`config.mk`:
```
export PLATFORM = sky130hd
export DESIGN_NAME = hls_deadlock_param_monitor_flat
export DESIGN_NICKNAME = d
export VERILOG_FILES = /design/src/rtl/hls_deadlock_pkg.sv /design/src/rtl/hls_deadlock_param_monitor_if.sv /design/src/rtl/hls_deadlock_persist_cnt.sv /design/src/rtl/hls_deadlock_param_monitor.sv /design/src/flat_wrapper.sv
export SDC_FILE = /design/constraint.sdc
export NUM_CORES = 1
export LEC_CHECK = 0
export ABC_AREA = 1
export CAP_MARGIN = 15
export CORE_MARGIN = 2
export CORE_UTILIZATION = 43
export DETAILED_ROUTE_END_ITERATION = 16
export GPL_ROUTABILITY_DRIVEN = 0
export GPL_TIMING_DRIVEN = 1
export HOLD_SLACK_MARGIN = 0.03
export PLACE_DENSITY = 0.85
export SLEW_MARGIN = 10
export SYNTH_ARGS = -nofsm -noshare
export SYNTH_HDL_FRONTEND = slang
export SYNTH_SLANG_ARGS = --single-unit
export TNS_END_PERCENT = 5
```
`constraint.sdc`:
```
create_clock -name clock -period 1.59 [get_ports clock]
set_clock_uncertainty 0.1 [all_clocks]
set_input_delay 0.318 -clock clock [delete_from_list [all_inputs] [get_ports clock]]
set_output_delay 0.318 -clock clock [all_outputs]
set_load 0.02 [all_outputs]
```
`src/rtl/hls_deadlock_pkg.sv`:
```
// Shared types and helpers for the HLS dataflow deadlock monitor.
//   state_e        : persistence FSM states (idle, armed/counting, blocked)
//   thresh_eff     : maps a THRESH of 0 onto 1
//   lowest_set_idx : index of the lowest set bit of a zero-padded channel vector (0 if none)
package hls_deadlock_pkg;

    typedef enum logic [1:0] {
        StIdle,
        StArmed,
        StBlocked
    } state_e;

    // Upper bound on NUM_AXIS supported by lowest_set_idx.
    localparam int unsigned MaxAxis = 64;

    function automatic int unsigned thresh_eff(int unsigned thresh);
        return (thresh == 0) ? 1 : thresh;
    endfunction

    function automatic int unsigned lowest_set_idx(logic [MaxAxis-1:0] vec);
        int unsigned idx;
        idx = 0;
        // Descending scan so the lowest set bit is the last one written.
        for (int i = MaxAxis - 1; i >= 0; i--) begin
            if (vec[i]) begin
                idx = unsigned'(i);
            end
        end
        return idx;
    endfunction

endpackage

```
`src/rtl/hls_deadlock_param_monitor_if.sv`:
```
// Status bundle between a dataflow region and its deadlock monitor.
//   master : region side, drives the stall/idle/block flags, observes the status
//   slave  : monitor side, samples the flags, drives info/block/pending/index/count
interface hls_deadlock_param_monitor_if #(
    parameter int unsigned NUM_AXIS = 3,
    parameter int unsigned NUM_INST = 2,
    parameter int unsigned NUM_BLK  = 1,
    parameter int unsigned CNT_W    = 8
);
    localparam int unsigned IdxW = (NUM_AXIS > 1) ? $clog2(NUM_AXIS) : 1;

    logic [NUM_AXIS-1:0]          axis_block_sigs;
    logic [NUM_INST-1:0]          inst_idle_sigs;
    logic [NUM_BLK-1:0]           inst_block_sigs;
    logic [NUM_AXIS*NUM_AXIS-1:0] axis_block_info;
    logic                         block;
    logic                         block_pending;
    logic [IdxW-1:0]              first_axis_idx;
    logic [CNT_W-1:0]             event_count;

    modport master (
        output axis_block_sigs, inst_idle_sigs, inst_block_sigs,
        input  axis_block_info, block, block_pending, first_axis_idx, event_count
    );

    modport slave (
        input  axis_block_sigs, inst_idle_sigs, inst_block_sigs,
        output axis_block_info, block, block_pending, first_axis_idx, event_count
    );

endinterface

```
`src/rtl/hls_deadlock_persist_cnt.sv`:
```
// Persistence filter: declares a block once candidate_i has held for THRESH consecutive
// edges. With STICKY=1 the blocked state is held until clear_i.
//   clk_i, rst_ni : clock, async active-low reset
//   clear_i       : sync clear to idle, count 0 (wins over candidate_i)
//   candidate_i   : deadlock candidate for this edge
//   fire_o        : this edge enters the blocked state (combinational, for capture)
//   pending_o     : armed, persistence count running
//   block_o       : blocked state
module hls_deadlock_persist_cnt
    import hls_deadlock_pkg::*;
#(
    parameter int unsigned THRESH = 1,
    parameter bit          STICKY = 1'b0
) (
    input  logic clk_i,
    input  logic rst_ni,
    input  logic clear_i,
    input  logic candidate_i,
    output logic fire_o,
    output logic pending_o,
    output logic block_o
);

    localparam int unsigned     ThreshEff = thresh_eff(THRESH);
    localparam int unsigned     CntW      = $clog2(ThreshEff + 1);
    localparam logic [CntW-1:0] CntLast   = CntW'(ThreshEff - 1);

    state_e          state_q, state_d;
    logic [CntW-1:0] cnt_q, cnt_d;

    always_ff @(posedge clk_i or negedge rst_ni) begin
        if (!rst_ni) begin
            state_q <= StIdle;
            cnt_q   <= '0;
        end else begin
            state_q <= state_d;
            cnt_q   <= cnt_d;
        end
    end

    always_comb begin
        state_d = state_q;
        cnt_d   = cnt_q;
        fire_o  = 1'b0;
        if (clear_i) begin
            state_d = StIdle;
            cnt_d   = '0;
        end else begin
            case (state_q)
                StIdle: begin
                    if (candidate_i) begin
                        if (ThreshEff == 1) begin
                            state_d = StBlocked;
                            fire_o  = 1'b1;
                        end else begin
                            state_d = StArmed;
                            cnt_d   = CntW'(1);
                        end
                    end
                end
                StArmed: begin
                    if (!candidate_i) begin
                        state_d = StIdle;
                        cnt_d   = '0;
                    end else if (cnt_q == CntLast) begin
                        state_d = StBlocked;
                        cnt_d   = '0;
                        fire_o  = 1'b1;
                    end else begin
                        cnt_d = cnt_q + CntW'(1);
                    end
                end
                StBlocked: begin
                    if (!STICKY && !candidate_i) begin
                        state_d = StIdle;
                        cnt_d   = '0;
                    end
                end
                default: begin
                    state_d = StIdle;
                    cnt_d   = '0;
                end
            endcase
        end
    end

    assign pending_o = (state_q == StArmed);
    assign block_o   = (state_q == StBlocked);

endmodule

```
`src/rtl/hls_deadlock_param_monitor.sv`:
```
// HLS dataflow deadlock monitor. Flags a deadlock when some sub-instance is blocked, not all
// instances are idle and some stream is stalled, persisting for THRESH edges. Reports the
// per-channel block pattern, the lowest blocked channel at entry and a saturating entry count.
//   clock, reset_n : clock, async active-low reset
//   clear          : sync clear of state, info, index and counter
//   mon (slave)    : flags in; axis_block_info/block/block_pending/first_axis_idx/event_count out
module hls_deadlock_param_monitor
    import hls_deadlock_pkg::*;
#(
    parameter int unsigned NUM_AXIS = 3,
    parameter int unsigned NUM_INST = 2,
    parameter int unsigned NUM_BLK  = 1,
    parameter int unsigned THRESH   = 1,
    parameter bit          STICKY   = 1'b0,
    parameter int unsigned CNT_W    = 8
) (
    input  logic                        clock,
    input  logic                        reset_n,
    input  logic                        clear,
    hls_deadlock_param_monitor_if.slave mon
);

    localparam int unsigned         IdxW    = (NUM_AXIS > 1) ? $clog2(NUM_AXIS) : 1;
    localparam int unsigned         InfoW   = NUM_AXIS * NUM_AXIS;
    localparam logic [NUM_AXIS-1:0] AxisOne = NUM_AXIS'(1);

    logic [NUM_AXIS-1:0] axis_w;
    logic [NUM_INST-1:0] idle_w;
    logic [NUM_BLK-1:0]  blk_w;
    logic                candidate;
    logic                fire, pending, block;

    logic [InfoW-1:0] info_q, info_d, info_live;
    logic [IdxW-1:0]  idx_q, idx_d;
    logic [CNT_W-1:0] evt_q, evt_d;

    assign axis_w    = mon.axis_block_sigs;
    assign idle_w    = mon.inst_idle_sigs;
    assign blk_w     = mon.inst_block_sigs;
    assign candidate = (|blk_w) & ~(&idle_w) & (|axis_w);

    hls_deadlock_persist_cnt #(
        .THRESH (THRESH),
        .STICKY (STICKY)
    ) u_persist (
        .clk_i       (clock),
        .rst_ni      (reset_n),
        .clear_i     (clear),
        .candidate_i (candidate),
        .fire_o      (fire),
        .pending_o   (pending),
        .block_o     (block)
    );

    always_ff @(posedge clock or negedge reset_n) begin
        if (!reset_n) begin
            info_q <= '0;
            idx_q  <= '0;
            evt_q  <= '0;
        end else begin
            info_q <= info_d;
            idx_q  <= idx_d;
            evt_q  <= evt_d;
        end
    end

    always_comb begin
        // Field i carries a mask with only bit i cleared when channel i is stalled.
        info_live = '0;
        for (int i = 0; i < NUM_AXIS; i++) begin
            if (axis_w[i]) begin
                info_live[i*NUM_AXIS +: NUM_AXIS] = ~(AxisOne << i);
            end
        end

        info_d = info_live;
        idx_d  = idx_q;
        evt_d  = evt_q;
        if (clear) begin
            info_d = '0;
            idx_d  = '0;
            evt_d  = '0;
        end else begin
            // Sticky deadlock keeps the pattern seen on the entry edge.
            if (STICKY && block) begin
                info_d = info_q;
            end
            if (fire) begin
                idx_d = IdxW'(lowest_set_idx(MaxAxis'(axis_w)));
                if (evt_q != '1) begin
                    evt_d = evt_q + CNT_W'(1);
                end
            end
        end
    end

    assign mon.axis_block_info = block ? info_q : '0;
    assign mon.block           = block;
    assign mon.block_pending   = pending;
    assign mon.first_axis_idx  = idx_q;
    assign mon.event_count     = evt_q;

endmodule

```
`src/flat_wrapper.sv`:
```
// flat-port wrapper written by rule: the top's interface ports become plain ports
module hls_deadlock_param_monitor_flat import hls_deadlock_pkg::*;
#(
    parameter int unsigned NUM_AXIS = 3,
    parameter int unsigned NUM_INST = 2,
    parameter int unsigned NUM_BLK  = 1,
    parameter int unsigned THRESH   = 1,
    parameter bit          STICKY   = 1'b0,
    parameter int unsigned CNT_W    = 8
)
  (clock, reset_n, clear, mon_axis_block_sigs, mon_inst_idle_sigs, mon_inst_block_sigs, mon_axis_block_info, mon_block, mon_block_pending, mon_first_axis_idx, mon_event_count);
  hls_deadlock_param_monitor_if #(.NUM_AXIS(NUM_AXIS), .NUM_INST(NUM_INST), .NUM_BLK(NUM_BLK), .CNT_W(CNT_W)) mon_i ();
  input  logic clock;
  input  logic reset_n;
  input  logic clear;
  input wire logic [$bits(mon_i.axis_block_sigs)-1:0] mon_axis_block_sigs;
  input wire logic [$bits(mon_i.inst_idle_sigs)-1:0] mon_inst_idle_sigs;
  input wire logic [$bits(mon_i.inst_block_sigs)-1:0] mon_inst_block_sigs;
  output wire logic [$bits(mon_i.axis_block_info)-1:0] mon_axis_block_info;
  output wire logic [$bits(mon_i.block)-1:0] mon_block;
  output wire logic [$bits(mon_i.block_pending)-1:0] mon_block_pending;
  output wire logic [$bits(mon_i.first_axis_idx)-1:0] mon_first_axis_idx;
  output wire logic [$bits(mon_i.event_count)-1:0] mon_event_count;
  assign mon_i.axis_block_sigs = mon_axis_block_sigs;
  assign mon_i.inst_idle_sigs = mon_inst_idle_sigs;
  assign mon_i.inst_block_sigs = mon_inst_block_sigs;
  assign mon_axis_block_info = mon_i.axis_block_info;
  assign mon_block = mon_i.block;
  assign mon_block_pending = mon_i.block_pending;
  assign mon_first_axis_idx = mon_i.first_axis_idx;
  assign mon_event_count = mon_i.event_count;
  hls_deadlock_param_monitor #(.NUM_AXIS(NUM_AXIS), .NUM_INST(NUM_INST), .NUM_BLK(NUM_BLK), .THRESH(THRESH), .STICKY(STICKY), .CNT_W(CNT_W)) u_core (.clock(clock), .reset_n(reset_n), .clear(clear), .mon(mon_i));
endmodule
```
Word-level counts from Yosys, hierarchy flattened
Cells that the tools add are included. W data, S select, Z words.

Bitwise logic cells: 3. Reduce and logical (&&, ||, !) cells: 8. Equal/unequal tests: 7. Muxes and demuxes: 29. Add/sub/neg operators: 2.

Operators with widths (number): $mux W8 (5); $mux W2 (11); $add A8 B1 Y8 const B (1); $mux W1 (8); $ne A8 B8 Y1 const B (1); $mux W3 (2); $ne A3 B3 Y1 const B (2); $pmux W2 S3 (1); $reduce_and A2 Y1 (3); $ne A4 B4 Y1 const B (1); $reduce_bool A2 Y1 (2); $pmux W1 S3 (1); $reduce_and A3 Y1 (1); $reduce_or A3 Y1 (1); $and A1 B1 Y1 (2); $eq A2 B1 Y1 const B (1); $eq A2 B2 Y1 const B (1); $logic_not A2 Y1 (1); $ne A2 B2 Y1 const B (1); $pmux W1 S2 (1); $add A1 B1 Y1 const B (1); $not A1 Y1 (1).

Input bits: 9. Output and inout port bits: 21. Logic and storage cells: 54. Register bits: 21.

Longest topological paths before layout
Gate-level depths: netlist (run 1).

Depth after elaboration: 9. Depth in mapped cells: 9. Gate-level depth less buffers: 9.

Modules after synthesis
Synthesis (run 1) repeated with hierarchy kept, for this count alone.

Cell total of the unflattened synthesis: 110. Area total of the unflattened synthesis: 837.1 um^2.

By module, submodules not included: hls_deadlock_param_monitor (seq. area each 325.3 um^2, cells each 103, area an instance 780.7 um^2, instances 1); hls_deadlock_persist_cnt (seq. area each 25.0 um^2, cells each 7, area an instance 56.3 um^2, instances 1).

Worst setup path before layout (run 1)
Ideal clock, no wire load.

Path type: flip-flop to flip-flop. Start point: register u_core.evt_q[0], in the netlist u_core.mon.event_count[0]. End point: register u_core.evt_q[7], in the netlist u_core.mon.event_count[7]. Period minus slack after synthesis: 1.521 ns. Arrival time: 1.308 ns. Setup slack: 0.069 ns. Required time: 1.377 ns. Setup time: 0.113 ns. Path buffers: 0. Stages on the path, launching flop included: 10. Cell sequence: dfrtp_1 > ha_1 > nand3_1 > inv_2 > nand2_2 > inv_2 > nor2_1 > nand2_1 > nand2_1 > inv_1.

Word-level cells in the longest chain between the ends: 4. Elaborated cells on any way between the ends: 7. Classes of those cells: add/sub: 1; eq/ne: 1; mux: 3; reduce/logical: 2.

RTL lines: start, declared (RTL line hls_deadlock_param_monitor.sv:35) `logic [CNT_W-1:0] evt_q, evt_d;`; start signal, assigned (RTL line hls_deadlock_param_monitor.sv:63) `evt_q <= evt_d;`; $add A8 B1 Y8 (RTL line hls_deadlock_param_monitor.sv:91) `evt_d = evt_q + CNT_W'(1);`; $mux W8 (RTL line hls_deadlock_param_monitor.sv:90) `if (evt_q != '1) begin`; $mux W8 (RTL line hls_deadlock_param_monitor.sv:88) `if (fire) begin`; $mux W8 (RTL line hls_deadlock_param_monitor.sv:79) `if (clear) begin`.

Several ways; a longest one is shown, not always the timed one. The select of a mux whose other input is x is not followed. A chain may end at the register's enable or synchronous reset.

Worst setup path in the final report (run 1)
Start point: register u_core.u_persist.state_q[1]. End point: output mon_axis_block_info[7].

Word-level cells in the longest chain between the ends: 2.

RTL lines: start, declared (RTL line hls_deadlock_persist_cnt.sv:28) `state_e state_q, state_d;`; start signal, assigned (RTL line hls_deadlock_persist_cnt.sv:33) `state_q <= StIdle;`; start signal, assigned (RTL line hls_deadlock_persist_cnt.sv:36) `state_q <= state_d;`; $eq A2 B2 Y1 (RTL line hls_deadlock_persist_cnt.sv:88) `assign block_o = (state_q == StBlocked);`; $mux W8 (RTL line hls_deadlock_param_monitor.sv:97) `assign mon.axis_block_info = block ? info_q : '0;`; end, declared (RTL line flat_wrapper.sv:19) `output wire logic [$bits(mon_i.axis_block_info)-1:0] mon_axis_block_info;`.

No other way between the ends.

==> results of run 1 <==
logic make-up after synthesis:
kind of cell	after synthesis	synth area share [%]
compound gates	5	2.98
simple gates	73	37.0
other cells	1	0.447
flops	14	41.7
buf+inv	24	14.3
fa+ha+maj	1	1.49
xor+xnor	2	2.09
flip-flops by register name (all words and copies together) (netlist names):
name,flops
u_core.u_persist.state_q,1
u_core.mon.first_axis_idx,2
u_core.mon.event_count,8
u_core.info_q,3
routing by layer:
layer / routed length, µm / GRT usage (%) / vias to the layer above
li1: - / - / 415
met2: 1020 / 36.1 / 37
met3: 138 / 2.59 / 2
met1: 810 / 22.1 / 395
met5: 0 / 0 / -
met4: 12 / 9.73 / 0
repair_timing:
item                                    CTS  global route
endpoints found under the setup margin   17            12
hold buffers                              0             0
resized for setup                        18            13
metrics by stage:
step,hold WS (ns),setup TNS [ns]
finish,0.227,0
global placement,0.406,-0.0118
floorplan,-0.0776,0
detailed placement,0.425,-0.406
global route,0.248,-0.0189
CTS,0.230,0
final cells by class:
type                       instances  area share, %
multi-input combinational         85           34.5
sequential                        14           30.9
timing repair buffer              32           23.3
inverter                          16           5.30
clock buffer                       4           3.20
tap                               25           2.76
cell usage in the layout (no fill, tap or decap):
cell / n
a21oi_1: 3
buf_4: 7
clkbuf_2: 5
clkbuf_4: 3
clkbuf_8: 1
clkdlybuf4s15_1: 1
clkdlybuf4s50_1: 8
conb_1: 4
dfrtp_1: 14
dlygate4sd2_1: 11
ha_2: 1
inv_1: 14
inv_2: 2
nand2_1: 41
nand2_2: 2
nand2_4: 1
nand3_1: 9
nand3_2: 1
nor2_1: 15
nor2_2: 2
nor2_4: 1
nor3_1: 1
o21ai_0: 2
xor2_1: 2
critical path, stage by stage, from the launching register on:
cell	delay [ns]
dfrtp_1	0.40
nand2_1	0.06
inv_1	0.07
clkdlybuf4s15_1	0.30
power groups by stage:
stage	Combinational [mW]	Clock, mW	Sequential [mW]
5_1_grt	0.159	0.275	0.386
2_1_floorplan	0.0723	0	0.401
3_5_place_dp	0.149	0	0.390
4_1_cts	0.140	0.267	0.383
3_3_place_gp	0.145	0	0.389
6_report	0.143	0.261	0.383
worst max path at each step:
| stage | to | slack [ns] | cells after the start |
|---|---|---|---|
| detailed placement | u_core.mon.event_count[7] | -0.08 | 8 |
| global placement | u_core.mon.event_count[7] | -0.01 | 8 |
| CTS | mon_axis_block_info[2] | 0.0009 | 3 |
| global route | mon_axis_block_info[7] | -0.02 | 3 |
| floorplan | u_core.mon.event_count[7] | 0.07 | 9 |
| finish | mon_axis_block_info[7] | 0.06 | 3 |
==> results.cfg, run 1 <==
[global_routing]
grt_overflow = 0
track_usage_pct = 19.7
grt_pass1_vias = 751
grt_max_degree = 15
grt_pass1_wl_um = 3130
antenna_found_initial = 0

[place]
io_buffer_count = 25
dpl_worst_slack_ns = -0.0779
postPlaceCellArea_um2 = 1120
dp_cells = 172
dp_hpwl_um = 1440

[sta]
timing.final.crit_share_pct = 96.5
period_needed_ns = 1.53
finalHoldViolCount = 0
finalSetupViolCount = 0
maxSlewViolCount = 0
max_freq_ghz = 0.652
setup_slack_ns = 0.0562
rsz0062_at_grt = true

[power_and_ir_drop]
combPwrFrac_pct = 18.2
swShare_pct = 28.3
power_per_cell_area_nw_per_um2 = 695
p_sw_mw = 0.223
p_seq_share_pct = 48.7
clkPwrFrac_pct = 33.1
internal_power_mw = 0.564
power_mw = 0.787
p_leak_nw = 0.670
peakVddDrop_v = 0.000522

[synthesis]
ys_seq_elements = 14
synth_edf_count = 0
yosysWarnings = 0
yosysMostFrequentCell = nand2_1
synthDistinctLibCells = 17
synth_area_per_cell_um2 = 7.00
ys_async_sr_fraction_pct = 100
synth_common_cells = nand2_1, nor2_1, dfrtp_1, inv_1, nand3_1
synth_top_area_share_pct = 41.7
synth_ff_type = dfrtp_1
synth_area_leaders = dfrtp_1, nand2_1, buf_4
yosysSeqAreaShare_pct = 41.7
syn_inst = 120
syn-cell-area_um2 = 840
yosys.area.top_type = dfrtp_1

[layout]
multiInputGateArea_um2 = 390
nets = 162
final_core_utilization_pct = 63.5
seqCellArea_um2 = 350
layout.cells.non_filler = 176
areaGrowthSynthToFinish_pct = 34.9
antennaDiodeCount = 0
drive_gt1_share_pct = 17.2
fin_area_um2 = 1130
n_fill_cell = 159

[detailed_routing]
routed-via-count = 849
wire_per_inst_um = 11.3
ant_nets = 0
dr.pass1.iters = 4
vias_per_cell = 4.82
drc = 0
drtIter0Drc = 17
routed_wl_um = 1980

[die]
die_h_um = 48.2
coreArea_um2 = 1780
start_util_pct = 47.1
io_pins = 30
dieWidth_um = 48.2
rows = 15
fp.dieArea_um2 = 2320

[min_path]
min_path_type = input port to asynchronous set/reset pin

[clock_network]
htree_num_levels = 1
clock_sinks = 14
numCtsBuffers = 3
cts_tree = yes
cts_buffer_depth = 2
root_buffer = clkbuf_4
clk_pin_slew_ns = 0.09
post_cts_buffers = 0
insertion_delay_ns = 0.28

[critical_path]
r2r-start = u_core.mon.event_count[0]
r2r_cells = 8
end_kind = output pin
crit_path_start = u_core.u_persist.state_q[1]
cp.required_ns = 1.17
worst-setup-path-type = register to output pin
r2r_end = u_core.mon.event_count[4]
critPathMaxFanout = 5
rrSetupSlack_ns = 0.09
worst-endpoint-arrival_ns = 1.12
cp-start-kind = register

[flow_run]
drv_cap = 0

[outcome]
run_status = finished, final reports clean
Note: power is estimated with default switching activity, not from simulation.
==> run 2, diff against run 1 <==
--- a/config.mk
+++ b/config.mk
@@ -7,13 +7,14 @@
 export LEC_CHECK = 0
 export ABC_AREA = 1
 export CAP_MARGIN = 15
+export CORE_ASPECT_RATIO = 0.8
 export CORE_MARGIN = 2
-export CORE_UTILIZATION = 43
+export CORE_UTILIZATION = 39
 export DETAILED_ROUTE_END_ITERATION = 16
 export GPL_ROUTABILITY_DRIVEN = 0
 export GPL_TIMING_DRIVEN = 1
 export HOLD_SLACK_MARGIN = 0.03
-export PLACE_DENSITY = 0.85
+export PLACE_DENSITY = 0.82
 export SLEW_MARGIN = 10
 export SYNTH_ARGS = -nofsm -noshare
 export SYNTH_HDL_FRONTEND = slang
==> constraint.sdc (replaced) <==
create_clock -name clock -period 1.3 [get_ports clock]
set_clock_uncertainty 0.1 [all_clocks]
set_input_delay 0.26 -clock clock [delete_from_list [all_inputs] [get_ports clock]]
set_output_delay 0.26 -clock clock [all_outputs]
set_load 0.02 [all_outputs]
==> results.cfg, run 2 (same netlist as run 1, synthesis figures left out) <==
[outcome]
run_status = finished with violations
violations = negative setup slack

[detailed_routing]
vias_per_cell = 4.75
routed-via-count = 879
drc = 0
wire_per_inst_um = 12.3
drtIter0Drc = 20
dr.pass1.iters = 4
routed_wl_um = 2280
ant_nets = 0

[sta]
timing.final.crit_share_pct = 106
finalHoldViolCount = 0
max_freq_ghz = 0.725
finalSetupViolCount = 16
maxSlewViolCount = 0
period_needed_ns = 1.38
rsz0062_at_grt = true
setup_slack_ns = -0.0801

[clock_network]
insertion_delay_ns = 0.28
cts_hold_buffers = 0
clk_pin_slew_ns = 0.09
clock_sinks = 14
cts_buffer_depth = 2
htree_num_levels = 1
numCtsBuffers = 3
cts_tree = yes
root_buffer = clkbuf_4

[critical_path]
cp-start-kind = register
worst-setup-path-type = register to register
critPathMaxFanout = 4
cp.required_ns = 1.38
end_kind = register
worst-endpoint-arrival_ns = 1.46
r2r-start = u_core.mon.event_count[0]
crit_path_start = u_core.mon.event_count[0]

[layout]
antennaDiodeCount = 0
areaGrowthSynthToFinish_pct = 48.6
layout.cells.non_filler = 185
final_cell_mix = nand2_1, buf_4, nor2_1
nets = 172
drive_gt1_share_pct = 36.6
largest_register_ffs = 8
final_common_cell = nand2_1
n_fill_cell = 183

[power_and_ir_drop]
p_leak_nw = 0.698
peakVddDrop_v = 0.000749
power_mw = 1.01
power_per_cell_area_nw_per_um2 = 813

[die]
rows = 14
fp.dieArea_um2 = 2540
die_h_um = 45.5
coreArea_um2 = 1960
dieWidth_um = 55.9
io_pins = 30
start_util_pct = 42.8

[global_routing]
grt_pass1_wl_um = 3730
track_usage_pct = 19.0
grt_max_degree = 15
antenna_found_initial = 0
grt_overflow = 0
grt_pass1_vias = 809

[place]
io_buffer_count = 25
dp_hpwl_um = 1660
dp_cells = 180

[min_path]
min_path_type = input port to asynchronous set/reset pin

[flow_run]
drv_cap = 0
run 2: changes by cell type in the layout (fill, tap and decap cells not counted), moves of 2 or more:
cell and change:
nand2_1 -3, nand2_2 +3, buf_6 +7, inv_1 -3
dfrtp_1 -2, buf_2 +11, dfrtp_2 +2, inv_2 +3
dlygate4sd2_1 -11, clkbuf_2 -5, buf_4 +9, nand3_4 +2
run 2: power by group:
group	total (mW)	switching (mW)	leakage [nW]	internal [mW]
registers	0.468	0.0136	0.186	0.454
logic	0.223	0.128	0.491	0.0954
clock network	0.323	0.153	0.0210	0.171
total	1.01	0.294	0.698	0.720
run 2: final timing paths:
kind | to | cells past startpoint | slack [ns]
max | u_core.mon.event_count[7] | 9 | -0.08
min in group clock | u_core.mon.first_axis_idx[1] | 2 | 0.43
max reg2reg | u_core.mon.event_count[7] | 9 | -0.08
min reg2reg | u_core.mon.first_axis_idx[1] | 2 | 0.43
min | u_core.info_q[6] | 2 | 0.18
max in group asynchronous | u_core.mon.event_count[1] | 2 | 0.74
run 2: critical path, cell delays in order, from the launching register on:
cell	delay [ns]
dfrtp_2	0.44
ha_4	0.18
nand3_4	0.06
inv_2	0.04
nand2_2	0.06
inv_2	0.06
nor2_4	0.13
nand2_1	0.08
nand2_1	0.08
inv_1	0.05
run 2: cell type report:
class / count / area, µm² / area share (%)
multi-input cells: 85 / 434 / 34.8
flip-flops and latches: 14 / 353 / 28.3
repair buffers: 42 / 334 / 26.8
inverters: 16 / 60.1 / 4.81
clock buffers: 4 / 36.3 / 2.91
well taps: 24 / 30.0 / 2.41
run 2: per-stage QoR:
step | cell area [µm²] | hold WS [ns] | setup TNS, ns | setup slack, ns | utilization (%)
after floorplan | 878 | -0.136 | -0.0185 | -0.00351 | -
after global placement | 1220 | 0.404 | -3.67 | -0.247 | 62.1
after detailed placement | 1220 | 0.414 | -4.43 | -0.318 | 62.1
after CTS | 1240 | 0.190 | -0.569 | -0.0793 | 63.5
after global routing | 1250 | 0.217 | -1.51 | -0.123 | 63.6
final | 1250 | 0.177 | -0.546 | -0.0801 | 63.6
run 2: layer usage:
layer  vias to the layer above  share of wire (%)  track usage [%]
li1                        430                  -                -
met1                       413                 42             24.2
met2                        30                 50             33.1
met3                         6                5.2             3.41
met4                         0                2.9             7.62
met5                         -                  0                0
run 2: repair_timing:
item / in CTS / in global routing
buffers inserted: 0 / 1
resized for setup: 68 / 23
pin swaps: 0 / 8
gates cloned: 0 / 0
endpoints found under the setup margin: 27 / 25
==> run 3, diff against run 2 <==
--- a/config.mk
+++ b/config.mk
@@ -6,7 +6,7 @@
 export NUM_CORES = 1
 export LEC_CHECK = 0
 export ABC_AREA = 1
-export CAP_MARGIN = 15
+export CAP_MARGIN = 20
 export CORE_ASPECT_RATIO = 0.8
 export CORE_MARGIN = 2
 export CORE_UTILIZATION = 39
@@ -14,6 +14,7 @@
 export GPL_ROUTABILITY_DRIVEN = 0
 export GPL_TIMING_DRIVEN = 1
 export HOLD_SLACK_MARGIN = 0.03
+export MAX_ROUTING_LAYER = met4
 export PLACE_DENSITY = 0.82
 export SLEW_MARGIN = 10
 export SYNTH_ARGS = -nofsm -noshare
==> results.cfg, run 3 (same netlist as run 1, synthesis figures left out) <==
[outcome]
run_status = finished with violations
violations = negative setup slack

[critical_path]
cp.required_ns = 1.38
end_kind = register
r2r_cells = 9
rrSetupSlack_ns = -0.09
r2r_end = u_core.mon.event_count[7]
worst-endpoint-arrival_ns = 1.47
r2r-start = u_core.mon.event_count[0]
critPathMaxFanout = 4
worst-setup-path-type = register to register
cp-start-kind = register

[place]
io_buffer_count = 25
dp_hpwl_um = 1660
postPlaceCellArea_um2 = 1220

[sta]
hold_slack_ns = 0.175
timing.final.crit_share_pct = 107
finalSetupViolCount = 15
setup_slack_ns = -0.0880
period_needed_ns = 1.39
maxSlewViolCount = 0
finalHoldViolCount = 0
rsz0062_at_grt = true
max_freq_ghz = 0.720

[layout]
n_fill_cell = 183
antennaDiodeCount = 0
final_common_cell = nand2_1
largest_register_ffs = 8
drive_gt1_share_pct = 36.6
areaGrowthSynthToFinish_pct = 48.6
fin_area_um2 = 1250
nets = 172
final_cell_mix = nand2_1, buf_4, nor2_1

[detailed_routing]
dr.pass1.iters = 5
drtIter0Drc = 28
wire_per_inst_um = 12.3
routed_wl_um = 2280
vias_per_cell = 4.78
routed-via-count = 884
ant_nets = 0
drc = 0

[global_routing]
grt_util_met3_pct = 3.41
track_usage_pct = 19.6
grt_max_degree = 15
use_met2_pct = 33.1
grt-busiest-layer = met2
antenna_found_initial = 0
grt_pass1_vias = 810
grtUsageMet1_pct = 24.2
grt_pass1_wl_um = 3730
grt_overflow = 0

[die]
coreArea_um2 = 1960
start_util_pct = 42.8
io_pins = 30
fp.dieArea_um2 = 2540
die_h_um = 45.5
dieWidth_um = 55.9
rows = 14

[clock_network]
cts_hold_buffers = 0
root_buffer = clkbuf_4
htree_num_levels = 1
clk_pin_slew_ns = 0.09
cts_buffer_depth = 2
clock_sinks = 14
cts_tree = yes
numCtsBuffers = 3
insertion_delay_ns = 0.29

[min_path]
min_path_type = input port to asynchronous set/reset pin

[power_and_ir_drop]
peakVddDrop_v = 0.000756
p_leak_nw = 0.698
power_per_cell_area_nw_per_um2 = 814

[flow_run]
drv_cap = 0
run 3: cell counts in the layout (fill, tap and decap cells not counted):
Identical to the previous run, type by type.
run 3: how the worst max path moves through the flow:
stage                                    startpoint                   endpoint  slack [ns]  depth (start not counted)
after floorplan           u_core.mon.event_count[0]  u_core.mon.event_count[3]      -0.004                          9
after global placement       mon_axis_block_sigs[0]  u_core.mon.event_count[1]       -0.25                          8
after detailed placement     mon_axis_block_sigs[0]  u_core.mon.event_count[1]       -0.32                          8
after CTS                 u_core.mon.event_count[0]  u_core.mon.event_count[7]       -0.08                          9
after global routing      u_core.mon.event_count[0]  u_core.mon.event_count[7]       -0.12                          9
final                     u_core.mon.event_count[0]  u_core.mon.event_count[7]       -0.09                          9
run 3: critical path: stages (launching register included):
cell and delay (ns):
dfrtp_2 0.44, ha_4 0.18, nand3_4 0.06, inv_2 0.04, nand2_2 0.06, inv_2 0.06
nor2_4 0.13, nand2_1 0.08, nand2_1 0.08, inv_1 0.05
run 3: where the power goes:
group	switching [mW]	internal (mW)	leakage [nW]	total, mW
combinational	0.128	0.0954	0.491	0.224
clock	0.154	0.171	0.0210	0.325
sequential	0.0136	0.454	0.186	0.467
run 3: layer usage:
layer | up-vias | wire length (µm)
met2 | 32 | 1140
met4 | 0 | 72
li1 | 431 | -
met5 | - | 0
met1 | 413 | 950
met3 | 8 | 120
run 3: repair_timing:
action | 4_1_cts | 5_1_grt
endpoints found under the setup margin | 27 | 25
pin swaps | 0 | 8
setup buffers | 0 | 1
gates resized for setup | 68 | 23
run 3: cell type report:
class / instances / area (µm²) / share of cell area, %
Clock buffer: 4 / 36.3 / 2.91
Inverter: 16 / 60.1 / 4.81
Multi-Input combinational cell: 85 / 434 / 34.8
Sequential cell: 14 / 353 / 28.3
Tap cell: 24 / 30.0 / 2.41
Timing Repair Buffer: 42 / 334 / 26.8
run 3: per-stage QoR:
step	utilization, %	power [mW]	TNS, ns	setup slack, ns	instances
after CTS	63.5	1.01	-0.569	-0.0793	184
after global placement	62.1	0.691	-3.67	-0.247	180
final	63.6	1.02	-0.481	-0.0880	185
after floorplan	-	0.590	-0.0185	-0.00351	123
after global routing	63.6	1.06	-1.51	-0.123	185
after detailed placement	62.1	0.700	-4.43	-0.318	180
